--- src/rtl/riscv_pkg.sv ---
// Shared RV32I core definitions: writeback select codes, load funct3
// encodings and the MEM/WB load-wait state encoding.
package riscv_pkg;

    typedef enum logic [1:0] {
        RES_ALU = 2'b00,
        RES_MEM = 2'b01,
        RES_PC4 = 2'b10,
        RES_IMM = 2'b11
    } result_src_t;

    localparam logic [2:0] F3_LB  = 3'b000;
    localparam logic [2:0] F3_LH  = 3'b001;
    localparam logic [2:0] F3_LW  = 3'b010;
    localparam logic [2:0] F3_LBU = 3'b100;
    localparam logic [2:0] F3_LHU = 3'b101;

    typedef enum logic [1:0] {
        IDLE = 2'b00,
        WAIT = 2'b01,
        HOLD = 2'b10
    } wb_state_t;

endpackage

--- src/rtl/load_extend.sv ---
// Load data formatter for the MEM/WB stage.
// With LOAD_EXT_EN defined, the returned word is narrowed to the byte or
// halfword lane addressed by addr and sign/zero extended per funct3.
// Without it, the memory word passes through untouched.
module load_extend
    import riscv_pkg::*;
#(
    parameter int DATA_WIDTH = 32
) (
    input  logic [DATA_WIDTH-1:0] rdata,
    input  logic [1:0]            addr,
    input  logic [2:0]            funct3,
    output logic [DATA_WIDTH-1:0] ext_data
);

`ifdef LOAD_EXT_EN
    logic [7:0]  byte_s;
    logic [15:0] half_s;

    // Pick the addressed byte and halfword lanes out of the memory word
    always_comb begin
        case (addr)
            2'b00:   byte_s = rdata[7:0];
            2'b01:   byte_s = rdata[15:8];
            2'b10:   byte_s = rdata[23:16];
            2'b11:   byte_s = rdata[31:24];
            default: byte_s = rdata[7:0];
        endcase
        if (addr[1]) begin
            half_s = rdata[31:16];
        end else begin
            half_s = rdata[15:0];
        end
    end

    // Sign or zero extend the selected lane according to the load type
    always_comb begin
        case (funct3)
            F3_LB:   ext_data = {{(DATA_WIDTH-8){byte_s[7]}}, byte_s};
            F3_LBU:  ext_data = {{(DATA_WIDTH-8){1'b0}}, byte_s};
            F3_LH:   ext_data = {{(DATA_WIDTH-16){half_s[15]}}, half_s};
            F3_LHU:  ext_data = {{(DATA_WIDTH-16){1'b0}}, half_s};
            F3_LW:   ext_data = rdata;
            default: ext_data = rdata;
        endcase
    end
`else
    // Lane and type information is irrelevant for whole-word loads
    logic unused_s;
    assign unused_s = ^{addr, funct3};
    assign ext_data = rdata;
`endif

endmodule

--- src/rtl/mem_wb_stage.sv ---
// MEM/WB pipeline register of the pipelined RV32I core.
// Captures MEM results, waits for variable-latency load data (IDLE/WAIT/HOLD),
// requests an upstream stall while a load is outstanding and aborts a load
// that is not answered within MAX_WAIT cycles (load_err pulse).
// Optional feature macro: LOAD_EXT_EN (byte/halfword load extension).
module mem_wb_stage
    import riscv_pkg::*;
#(
    parameter int DATA_WIDTH = 32,
    parameter int ADDR_WIDTH = 5,
    parameter int MAX_WAIT   = 15
) (
    input  logic                  clk,
    input  logic                  rst_n,
    input  logic                  valid_m,
    input  logic                  flush_i,
    input  logic                  stall_i,
    input  logic [1:0]            ResultSrcM,
    input  logic [2:0]            funct3M,
    input  logic                  RegWriteM,
    input  logic [ADDR_WIDTH-1:0] RdM,
    input  logic [DATA_WIDTH-1:0] ALUResultM,
    input  logic [DATA_WIDTH-1:0] PCPlus4M,
    input  logic [DATA_WIDTH-1:0] ImmExtM,
    input  logic                  mem_rvalid,
    input  logic [DATA_WIDTH-1:0] mem_rdata,
    output logic [DATA_WIDTH-1:0] ALUResultW,
    output logic [DATA_WIDTH-1:0] ReadDataW,
    output logic [DATA_WIDTH-1:0] PCPlus4W,
    output logic [DATA_WIDTH-1:0] ImmExtW,
    output logic [1:0]            ResultSrcW,
    output logic                  RegWriteW,
    output logic [ADDR_WIDTH-1:0] RdW,
    output logic                  validW,
    output logic                  stall_req,
    output logic                  load_err
);

    // Last wait-counter value before a load is given up
    localparam logic [7:0] WAIT_LAST_C = 8'(MAX_WAIT - 1);

    wb_state_t             state_r, state_nx_s;
    logic [7:0]            wait_cnt_r, wait_cnt_nx_s;
    logic [1:0]            pend_src_r;
    logic [2:0]            pend_f3_r;
    logic                  pend_rw_r;
    logic [ADDR_WIDTH-1:0] pend_rd_r;
    logic [DATA_WIDTH-1:0] pend_alu_r, pend_pc4_r, pend_imm_r, hold_data_r;

    logic                  is_miss_s, capture_s, bubble_s, latch_s, buffer_s, err_nx_s;
    logic [1:0]            sel_src_s;
    logic [2:0]            sel_f3_s;
    logic                  sel_rw_s;
    logic [ADDR_WIDTH-1:0] sel_rd_s;
    logic [DATA_WIDTH-1:0] sel_alu_s, sel_pc4_s, sel_imm_s, ext_data_s, wr_data_s;

    // In IDLE the live MEM inputs feed writeback; otherwise the latched load does
    always_comb begin
        if (state_r == IDLE) begin
            sel_src_s = ResultSrcM;
            sel_f3_s  = funct3M;
            sel_rw_s  = RegWriteM;
            sel_rd_s  = RdM;
            sel_alu_s = ALUResultM;
            sel_pc4_s = PCPlus4M;
            sel_imm_s = ImmExtM;
        end else begin
            sel_src_s = pend_src_r;
            sel_f3_s  = pend_f3_r;
            sel_rw_s  = pend_rw_r;
            sel_rd_s  = pend_rd_r;
            sel_alu_s = pend_alu_r;
            sel_pc4_s = pend_pc4_r;
            sel_imm_s = pend_imm_r;
        end
    end

    load_extend #(.DATA_WIDTH(DATA_WIDTH)) u_load_extend (
        .rdata    (mem_rdata),
        .addr     (sel_alu_s[1:0]),
        .funct3   (sel_f3_s),
        .ext_data (ext_data_s)
    );

    // Load whose data has not arrived in the cycle it reaches MEM
    assign is_miss_s = valid_m && (ResultSrcM == RES_MEM) && !mem_rvalid;

    // Next-state logic for the load-wait machine and writeback actions
    always_comb begin
        state_nx_s    = state_r;
        wait_cnt_nx_s = wait_cnt_r;
        capture_s     = 1'b0;
        bubble_s      = 1'b0;
        latch_s       = 1'b0;
        buffer_s      = 1'b0;
        err_nx_s      = 1'b0;
        stall_req     = 1'b0;
        if (state_r == HOLD) begin
            wr_data_s = hold_data_r;
        end else begin
            wr_data_s = ext_data_s;
        end
        case (state_r)
            IDLE: begin
                stall_req = is_miss_s;
                if (stall_i) begin
                    state_nx_s = IDLE;
                end else if (!valid_m) begin
                    bubble_s = 1'b1;
                end else if (is_miss_s) begin
                    bubble_s      = 1'b1;
                    latch_s       = 1'b1;
                    wait_cnt_nx_s = 8'd0;
                    state_nx_s    = WAIT;
                end else begin
                    capture_s = 1'b1;
                end
            end
            WAIT: begin
                stall_req = 1'b1;
                if (mem_rvalid) begin
                    wait_cnt_nx_s = 8'd0;
                    if (stall_i) begin
                        buffer_s   = 1'b1;
                        state_nx_s = HOLD;
                    end else begin
                        capture_s  = 1'b1;
                        state_nx_s = IDLE;
                    end
                end else if (wait_cnt_r == WAIT_LAST_C) begin
                    bubble_s      = 1'b1;
                    err_nx_s      = 1'b1;
                    wait_cnt_nx_s = 8'd0;
                    state_nx_s    = IDLE;
                end else begin
                    wait_cnt_nx_s = wait_cnt_r + 8'd1;
                end
            end
            HOLD: begin
                stall_req = 1'b1;
                if (!stall_i) begin
                    capture_s  = 1'b1;
                    state_nx_s = IDLE;
                end else begin
                    state_nx_s = HOLD;
                end
            end
            default: begin
                wait_cnt_nx_s = 8'd0;
                state_nx_s    = IDLE;
            end
        endcase
        // A flush kills whatever the slot holds, including a pending load
        if (flush_i) begin
            capture_s     = 1'b0;
            bubble_s      = 1'b1;
            latch_s       = 1'b0;
            buffer_s      = 1'b0;
            err_nx_s      = 1'b0;
            wait_cnt_nx_s = 8'd0;
            state_nx_s    = IDLE;
        end else begin
            state_nx_s = state_nx_s;
        end
    end

    // State, wait counter, pending load metadata and hold buffer
    always_ff @(posedge clk or negedge rst_n) begin
        if (!rst_n) begin
            state_r     <= IDLE;
            wait_cnt_r  <= 8'd0;
            load_err    <= 1'b0;
            pend_src_r  <= 2'b00;
            pend_f3_r   <= 3'b000;
            pend_rw_r   <= 1'b0;
            pend_rd_r   <= '0;
            pend_alu_r  <= '0;
            pend_pc4_r  <= '0;
            pend_imm_r  <= '0;
            hold_data_r <= '0;
        end else begin
            state_r    <= state_nx_s;
            wait_cnt_r <= wait_cnt_nx_s;
            load_err   <= err_nx_s;
            if (latch_s) begin
                pend_src_r <= ResultSrcM;
                pend_f3_r  <= funct3M;
                pend_rw_r  <= RegWriteM;
                pend_rd_r  <= RdM;
                pend_alu_r <= ALUResultM;
                pend_pc4_r <= PCPlus4M;
                pend_imm_r <= ImmExtM;
            end
            if (buffer_s) begin
                hold_data_r <= ext_data_s;
            end
        end
    end

    // Writeback registers: capture a result, insert a bubble, or hold
    always_ff @(posedge clk or negedge rst_n) begin
        if (!rst_n) begin
            ALUResultW <= '0;
            ReadDataW  <= '0;
            PCPlus4W   <= '0;
            ImmExtW    <= '0;
            ResultSrcW <= 2'b00;
            RegWriteW  <= 1'b0;
            RdW        <= '0;
            validW     <= 1'b0;
        end else if (capture_s) begin
            ALUResultW <= sel_alu_s;
            ReadDataW  <= wr_data_s;
            PCPlus4W   <= sel_pc4_s;
            ImmExtW    <= sel_imm_s;
            ResultSrcW <= sel_src_s;
            RegWriteW  <= sel_rw_s && (sel_rd_s != '0);
            RdW        <= sel_rd_s;
            validW     <= 1'b1;
        end else if (bubble_s) begin
            RegWriteW <= 1'b0;
            validW    <= 1'b0;
        end
    end

endmodule

--- config.mk ---
export PLATFORM = sky130hd
export DESIGN_NAME = mem_wb_stage
export DESIGN_NICKNAME = d
export VERILOG_FILES = /design/src/rtl/riscv_pkg.sv /design/src/rtl/load_extend.sv /design/src/rtl/mem_wb_stage.sv
export SDC_FILE = /design/constraint.sdc
export NUM_CORES = 1
export LEC_CHECK = 0
export ABC_CLOCK_PERIOD_IN_PS = 3350
export BUFFER_PORTS_ARGS = -buffer_cell sky130_fd_sc_hd__buf_4
export CELL_PAD_IN_SITES_DETAIL_PLACEMENT = 1
export CELL_PAD_IN_SITES_GLOBAL_PLACEMENT = 1
export CORE_MARGIN = 1.5
export CORE_UTILIZATION = 48
export CTS_CLUSTER_DIAMETER = 50
export DETAILED_ROUTE_END_ITERATION = 10
export HOLD_SLACK_MARGIN = 0.12
export PLACE_DENSITY_LB_ADDON = 0.15
export REMOVE_ABC_BUFFERS = 1
export SYNTH_ARGS = -nofsm -noshare
export SYNTH_HDL_FRONTEND = slang
export SYNTH_SLANG_ARGS = --single-unit
--- constraint.sdc ---
create_clock -name clk -period 3.35 [get_ports clk]
set_clock_uncertainty 0.05 [all_clocks]
set_input_delay 0.335 -clock clk [delete_from_list [all_inputs] [get_ports clk]]
set_output_delay 0.335 -clock clk [all_outputs]
set_load 0.01 [all_outputs]
# After elaboration in Yosys (flattened, before gate mapping)
# Index checks and enable logic that the tools add are counted.
[word_totals]
ff_bits = 284
output_inout_bits = 139
elab_cells = 90
input_bits = 145
[op_classes]
reduce_logical = 10
eq_ne = 11
n_addsub = 1
mux = 50
[op_table]
columns = ["operator", "count"]
rows = [
  ["2-to-1 mux 32 bit", 4],
  ["2-to-1 mux 8 bit", 6],
  ["2-to-1 mux 1 bit", 26],
  ["case mux 8 bit (3 select lines)", 1],
  ["2-to-1 mux 2 bit", 8],
  ["!= test 4 bit, second input constant", 3],
  ["!= test 3 bit, second input constant", 3],
  ["adder 8 x 1 -> 8 bit, second input constant", 1],
  ["equality test 8 x 4 -> 1 bit, second input constant", 1],
  ["case mux 2 bit (3 select lines)", 1],
  ["2-to-1 mux 5 bit", 1],
  ["nonzero test 5 bit", 1],
  ["equality test 2 x 1 -> 1 bit, second input constant", 2],
  ["case mux 1 bit (2 select lines)", 2],
  ["AND reduction 4 bit", 1],
  ["logical AND 1 bit", 3],
  ["case mux 1 bit (3 select lines)", 1],
  ["AND reduction 3 bit", 1],
  ["equality test 2 bit, second input constant", 1],
  ["zero test 2 bit", 1],
  ["!= test 2 bit, second input constant", 1],
  ["nonzero test 2 bit", 1],
  ["OR reduction 2 bit", 1],
  ["zero test 1 bit", 1],
]

# Depth between registers and ports, before layout
# Gate-level depths: netlist (run 1).
[depth]
ltp_word = 10
depth_mapped = 10
ltp_nobuf = 6

# Hierarchy
# A second synthesis (run 1) with hierarchy kept.
[unflattened]
cells_unflattened = 1038
area_unflattened_um2 = 12916.1
[modules_own_cells]
columns = ["mod", "cells_each", "instances", "area_each_um2", "seq_area_each_um2"]
rows = [
  ["mem_wb_stage", 1006, 1, 12675.9, 7181.9],
  ["load_extend", 32, 1, 240.2, 0.0],
]

# Worst setup path before layout (run 1)
# No wires, ideal clock.
[synth_path]
path_type = "reg2reg"
from = "reg state_r[0]"
to = "reg pend_imm_r[0]"
setup_time_ps = 125
setup_slack_ps = 1127
n_path_buf = 4
path_stages_with_launch = 10
t_arrival_ps = 2048
period_less_slack_ps = 2223
t_required_ps = 3175
path_cell_list = "dfrtp_1 -> inv_1 -> ha_1 -> buf_2 -> inv_1 -> or4b_1 -> clkbuf_1 -> buf_6 -> buf_6 -> mux2_4"
[synth_between]
elab_chain_len = 3
[synth_lines]
columns = ["item", "line_no", "text"]
rows = [
  ["start: declaration", "mem_wb_stage.sv:42", "wb_state_t state_r, state_nx_s;"],
  ["start signal: assignment", "mem_wb_stage.sv:182", "state_r <= state_nx_s;"],
  ["zero test 2 bit", "mem_wb_stage.sv:103", "case (state_r)"],
  ["2-to-1 mux 1 bit", "mem_wb_stage.sv:103", ""],
  ["2-to-1 mux 1 bit", "mem_wb_stage.sv:154", "if (flush_i) begin"],
  ["end signal: assignment", "mem_wb_stage.sv:192", "pend_imm_r <= ImmExtM;"],
  ["end: declaration", "mem_wb_stage.sv:48", "logic [DATA_WIDTH-1:0] pend_alu_r, pend_pc4_r, pend_imm_r, hold_data_r;"],
]
# Every way passes these cells.
# A chain may end at the register's enable or synchronous reset.

# Worst setup path in the final report (run 1)
[layout_path]
from = "reg wait_cnt_r[0]"
to = "reg wait_cnt_r[7]"
[layout_between]
elab_chain_len = 5
word_cells_on_any_way = 6
cone_classes = "1 x add/sub; 1 x eq/ne; 4 x mux"
[layout_lines]
columns = ["item", "line_no", "text"]
rows = [
  ["start: declaration", "mem_wb_stage.sv:43", "logic [7:0] wait_cnt_r, wait_cnt_nx_s;"],
  ["start signal: assignment", "mem_wb_stage.sv:183", "wait_cnt_r <= wait_cnt_nx_s;"],
  ["adder 8 x 1 -> 8 bit / equality test 8 x 4 -> 1 bit (equally long branches)", "mem_wb_stage.sv:136, mem_wb_stage.sv:130", ""],
  ["2-to-1 mux 8 bit *", "mem_wb_stage.sv:130", "end else if (wait_cnt_r == WAIT_LAST_C) begin"],
  ["2-to-1 mux 8 bit *", "mem_wb_stage.sv:121", "if (mem_rvalid) begin"],
  ["case mux 8 bit (3 select lines) *", "mem_wb_stage.sv:103", ""],
  ["2-to-1 mux 8 bit *", "mem_wb_stage.sv:154", ""],
]
# Mark *: on every way between the ends. The rest lies on a longest branch, timed or not.

==> results of run 1 <==
## worst max-delay path by stage
stage                    endpoint  slack, ns           from
floorplan           ALUResultW[0]      -7.64     state_r[0]
global placement    wait_cnt_r[5]       0.78  wait_cnt_r[0]
detailed placement  wait_cnt_r[7]       0.72  wait_cnt_r[0]
CTS                 wait_cnt_r[7]       0.72  wait_cnt_r[0]
global route        wait_cnt_r[7]       0.52  wait_cnt_r[0]
finish              wait_cnt_r[7]       0.72  wait_cnt_r[0]
## logic make-up after synthesis
kind of cell,count (synthesis),share of synthesized area (%)
AO/OA/AOI/OAI,28,1.56
multiplexers,405,37.4
adder cells (fa/ha/maj),6,0.594
AND/OR/NAND/NOR,41,2.00
buffers and inverters,55,2.22
flip-flops,284,56.2
## power breakdown
part           total, µW  switching [µW]  internal [µW]
Clock               3910            1510           2400
Sequential          4490             417           4070
Combinational       2180             872           1310
Total              10600            2800           7770
## flip-flops by register name (all words and copies together) (netlist names)
signal       count
pend_alu_r      32
RdW              5
pend_imm_r      32
PCPlus4W        32
pend_pc4_r      32
pend_rw_r        1
pend_rd_r        5
validW           1
load_err         1
hold_data_r     32
wait_cnt_r       8
RegWriteW        1
pend_src_r       2
ImmExtW         32
ResultSrcW       2
ALUResultW      32
ReadDataW       32
state_r          2
## area by class of cell
type                       instances  area, µm²  share of cell area, %
inverter                           7       26.3                  0.148
sequential                       284       7110                   40.1
clock buffer                      44        982                   5.55
timing repair buffer             430       3680                   20.8
antenna                            1       2.50                 0.0141
tap                              335        419                   2.37
multi-input combinational        480       5290                   29.9
clock inverter                    16        204                   1.15
## synth_stat cells, types with 4 or more instances
| master | count | area share, % |
|---|---|---|
| mux2_2 | 357 | 32 |
| a22o_1 | 6 | 0.42 |
| mux2_4 | 47 | 5.6 |
| ha_1 | 6 | 0.59 |
| a21oi_1 | 4 | 0.16 |
| buf_6 | 6 | 0.53 |
| nor2_1 | 8 | 0.24 |
| nor3_1 | 4 | 0.16 |
| o21ai_0 | 7 | 0.28 |
| clkbuf_1 | 18 | 0.53 |
| buf_2 | 23 | 0.91 |
| inv_1 | 7 | 0.21 |
| dfrtp_1 | 284 | 56 |
## worst reg2reg max path, delay by kind of cell, from the launching register on
family          cells  cell delay, ns
compound gates      3            0.94
simple gates        1            0.61
flops               1            0.40
buf+inv             2            0.34
fa+ha+maj           1            0.17
## per-stage QoR
stage	instances	hold slack [ns]
6_report	1597	0.174
5_1_grt	1597	0.180
4_1_cts	1596	0.154
3_5_place_dp	1399	0.311
3_3_place_gp	1399	0.312
2_1_floorplan	771	-0.0106
## metal layers
| metal | global-route usage (%) | share of wire, % |
|---|---|---|
| met5 | 0 | 0 |
| met4 | 8.97 | 2.9 |
| met3 | 7.07 | 6.3 |
| met2 | 49.7 | 52 |
| met1 | 31.5 | 39 |
==> flow_summary.toml, run 1 <==
[setup_path]
cp_slowest_cell = "or4b_2"
reg2reg_to = "wait_cnt_r[7]"
cp_cell_sequence = "inv_1 > ha_1 > or4b_2 > o31ai_1 > buf_4 > o21ai_0 > a22o_1"
path_class = "register to register"
slowest_delay_ns = 0.61
worst-path-max-fanout = 6
worstPathArrival_ns = 2.95
cp.depth = 7
worstSetupStartpointType = "register"
r2r-start = "wait_cnt_r[0]"
crit_family = "compound AO/OA/AOI/OAI gates"
worstSetupEndpointType = "register"
cp.required_ns = 3.67
rr_worst_depth = 7
rrSetupSlack_ns = 0.72
crit_buf_inv = 2

[cells_and_area]
nFillCells = 2358
mostFrequentLayoutCells = "mux2_2 (357), dfrtp_1 (284), buf_4 (284), dlygate4sd3_1 (137), mux2_4 (47)"
mostFrequentLayoutCell = "mux2_2"
postLayoutCoreUtil_pct = 68.1
synthToLayoutAreaGrowth_pct = 40.0
drive_above_1_share_pct = 60.3
stdcell_area_um2 = 17700
nets = 1389

[clock_tree]
clock_path_buffers = 3
cts_resized = 0
clkTransAtPathRegs_ns = 0.06
root_buffer = "clkbuf_16"
cts_setup_buffers = 0
clock-sinks = 284
h-tree-depth = 2
cts_buffers = 35
holdBufCountCts = 137
clk_latency_ns = 0.51
cts_tree = "done"

[global_route]
antenna_found_initial = 1
grt_pass1_vias = 9930
grt_first_pass_wirelength_mm = 57.2
gr-total-overflow = 0
grt.total_usage_pct = 27.4
grt_max_degree = 108

[logic_synthesis]
ys_seq_area_share_pct = 56.2
synth_edf_count = 0
synthCells = 819
synth-async-reset-ratio_pct = 100
synth_ff_type = "dfrtp_1"
syn-cell-area_um2 = 12600
synth_cell_types = 43
synth-seq-cells = 284
postSynthAreaPerCell_um2 = 15.4
ys_warn_count = 0

[die]
chipWidth_um = 165
die_area_um2 = 27300
fp-row-count = 59
design.core.area_um2 = 26000
ios = 284
fp.dieH_um = 165
start_util_pct = 48.7

[drt]
num_vias = 8500
totalWireLength_mm = 36.9
postRouteAntennaNets = 0
avgRoutedWirePerCell_um = 23.1
firstDrtPassIters = 4
drt_iter0_markers = 391
drc_errors = 0
viasPerCell = 5.32

[placed_design]
dpl.hpwl_mm = 19.6
pre_cts_slack_ns = 0.717
port_buffers = 280
placed_cell_area_um2 = 15100
routabilityCongestion = 0.750

[min_path]
hold_start = "mem_rvalid"
hold_path_class = "input pin to register"
whs_path_depth = 3
hold-path-endpoint = "load_err"

[power_and_ir_drop]
p_per_area_nw_per_um2 = 597
vdd_drop_max_v = 0.000585
finalPower_uw = 10600
leakage_uw = 0.00836

[timing]
period_needed_ns = 2.63
finalCritPeriodShare_pct = 78.4
worstMarginPinSlew_ns = 0.745
rsz0062_at_grt = "false"
finalHoldViolations = 0
slew_violations = 0
slew-limit-headroom_pct = 50.3
finalSetupViolations = 0
fin_ws_ns = 0.724
fmax_ghz = 0.381
tns_ns = 0

[job]
max_cap_viol_count = 0

[run_status]
status = "finished clean"
Note: power is estimated with default switching activity, not from simulation.
==> inputs of run 2 (changes only) <==
--- a/config.mk
+++ b/config.mk
@@ -5,12 +5,12 @@
 export SDC_FILE = /design/constraint.sdc
 export NUM_CORES = 1
 export LEC_CHECK = 0
-export ABC_CLOCK_PERIOD_IN_PS = 3350
+export ABC_CLOCK_PERIOD_IN_PS = 2500
 export BUFFER_PORTS_ARGS = -buffer_cell sky130_fd_sc_hd__buf_4
 export CELL_PAD_IN_SITES_DETAIL_PLACEMENT = 1
 export CELL_PAD_IN_SITES_GLOBAL_PLACEMENT = 1
 export CORE_MARGIN = 1.5
-export CORE_UTILIZATION = 48
+export CORE_UTILIZATION = 45
 export CTS_CLUSTER_DIAMETER = 50
 export DETAILED_ROUTE_END_ITERATION = 10
 export HOLD_SLACK_MARGIN = 0.12
==> constraint.sdc (replaced) <==
create_clock -name clk -period 2.5 [get_ports clk]
set_clock_uncertainty 0.05 [all_clocks]
set_input_delay 0.25 -clock clk [delete_from_list [all_inputs] [get_ports clk]]
set_output_delay 0.25 -clock clk [all_outputs]
set_load 0.01 [all_outputs]
==> flow_summary.toml, run 2 (synthesized netlist as in run 1, its figures left out) <==
[run_status]
status = "finished clean"

[setup_path]
worstPathArrival_ns = 2.77
crit_buf_inv = 4
cp_slowest_cell = "dfrtp_1"
worstSetupStartpointType = "register"
path_class = "register to register"
crit_family = "buffers and inverters"
cp_cell_sequence = "inv_1 > ha_2 > a21oi_1 > or3_4 > a21oi_4 > buf_4 > buf_12 > buf_12 > mux2_2"
worstSetupEndpointType = "register"
cp.required_ns = 2.83
slowest_delay_ns = 0.41
worst-path-max-fanout = 12
crit_top_cell = "buf_12"

[cells_and_area]
mostFrequentLayoutCells = "mux2_2 (357), buf_4 (298), dfrtp_1 (284), dlygate4sd3_1 (140), mux2_4 (47)"
postLayoutCoreUtil_pct = 65.1
nets = 1413
finalNonFillerCells = 1667
drive_above_1_share_pct = 60.9
mostFrequentLayoutCell = "mux2_2"
synthToLayoutAreaGrowth_pct = 42.6

[timing]
finalHoldViolations = 0
fin_ws_ns = 0.0603
slew-limit-headroom_pct = 52.7
tns_ns = 0
finalCritPeriodShare_pct = 97.6
hold_ws_ns = 0.187
period_needed_ns = 2.44
slew_violations = 0
fmax_ghz = 0.410
finalSetupViolations = 0
worstMarginPinSlew_ns = 0.710

[job]
max_cap_viol_count = 0

[drt]
avgRoutedWirePerCell_um = 21.0
viasPerCell = 5.13
drt_iter0_markers = 325
firstDrtPassIters = 4
totalWireLength_mm = 35.0
postRouteAntennaNets = 0
drc_errors = 0
num_vias = 8546

[die]
ios = 284
die_area_um2 = 29100
fp-row-count = 61
design.core.area_um2 = 27700
chipWidth_um = 171
fp.dieH_um = 171
start_util_pct = 45.7

[global_route]
grt_max_degree = 94
grt_pass1_vias = 9661
grt.met2_usage_pct = 42.3
grt.met1_usage_pct = 28.1
grt.total_usage_pct = 23.8
gr-usage-met3_pct = 6.22
antenna_found_initial = 2
busiest_layer = "met2"
grt_first_pass_wirelength_mm = 53.8
gr-total-overflow = 0

[clock_tree]
h-tree-depth = 2
cts_buffers = 36
clock-sinks = 284
cts_tree = "done"
root_buffer = "clkbuf_16"
clk_latency_ns = 0.51
clock_path_buffers = 3
clkTransAtPathRegs_ns = 0.06

[placed_design]
pre_cts_slack_ns = 0.0792
dpl.hpwl_mm = 20.2
port_buffers = 280
placedCellCount = 1457
routabilityCongestion = 0.751

[power_and_ir_drop]
p_per_area_nw_per_um2 = 782
leakage_uw = 0.00851
vdd_drop_max_v = 0.000578

[min_path]
hold_path_class = "input pin to register"
==> run 2: cell count changes in the layout (fill, tap and decap cells not counted), sizes merged <==
cell         before  now
buf             293  311
clkbuf           44   49
dlygate4sd3     137  140
clkinv            5    6
diode             1    2
inv               9    8
==> run 2: stage by stage <==
step / cell area (µm²) / power (µW)
2_1_floorplan: 12400 / 7210
3_3_place_gp: 15400 / 8520
3_5_place_dp: 15400 / 8660
4_1_cts: 18000 / 14100
5_1_grt: 18000 / 14700
6_report: 18000 / 14100
==> run 2: routing by layer <==
layer | routed length, µm | part of all wire [%]
met1 | 14000 | 40
met2 | 18000 | 51
met3 | 2210 | 6.3
met4 | 840 | 2.4
met5 | 0 | 0
==> run 2: timing repair <==
action                                  CTS  global route
setup buffers                             0             3
endpoints found under the hold margin   341             0
hold buffers                            140             0
gates resized for setup                   0             3
endpoints found under the setup margin    0           104
==> run 2: worst register-to-register path, cell delays in order, from the launching register on <==
cell and delay [ns]:
dfrtp_1 0.41, inv_1 0.13, ha_2 0.23, a21oi_1 0.08
or3_4 0.37, a21oi_4 0.20, buf_4 0.16, buf_12 0.15
buf_12 0.18, mux2_2 0.36
==> run 2: path summary, 6_finish.rpt <==
| path | to | cells after the start | slack [ns] | from |
|---|---|---|---|---|
| setup / recovery | ImmExtW[26] | 9 | 0.06 | state_r[1] |
| hold / removal | RegWriteW | 4 | 0.19 | valid_m |
| setup reg to reg | ImmExtW[26] | 9 | 0.06 | state_r[1] |
| hold reg to reg | pend_src_r[0] | 1 | 0.43 | pend_src_r[0] |
| max in group asynchronous | ImmExtW[21] | 3 | 1.30 | rst_n |
| min in group asynchronous | hold_data_r[11] | 2 | 0.29 | rst_n |
==> run 2: area by class of cell <==
type                    instances  area [µm²]
fillers                      2601        9660
flip-flops and latches        284        7110
multi-input cells             480        5300
repair buffers                453        3940
clock buffers                  47        1000
well taps                     378         473
clock inverters                16         196
inverters                       7        26.3
diodes                          2        5.00
==> run 2: power by group <==
group / switching (µW) / total [µW] / internal, µW
Clock: 2010 / 5260 / 3250
Combinational: 1110 / 2890 / 1780
Sequential: 500 / 5960 / 5460
Total: 3620 / 14100 / 10500
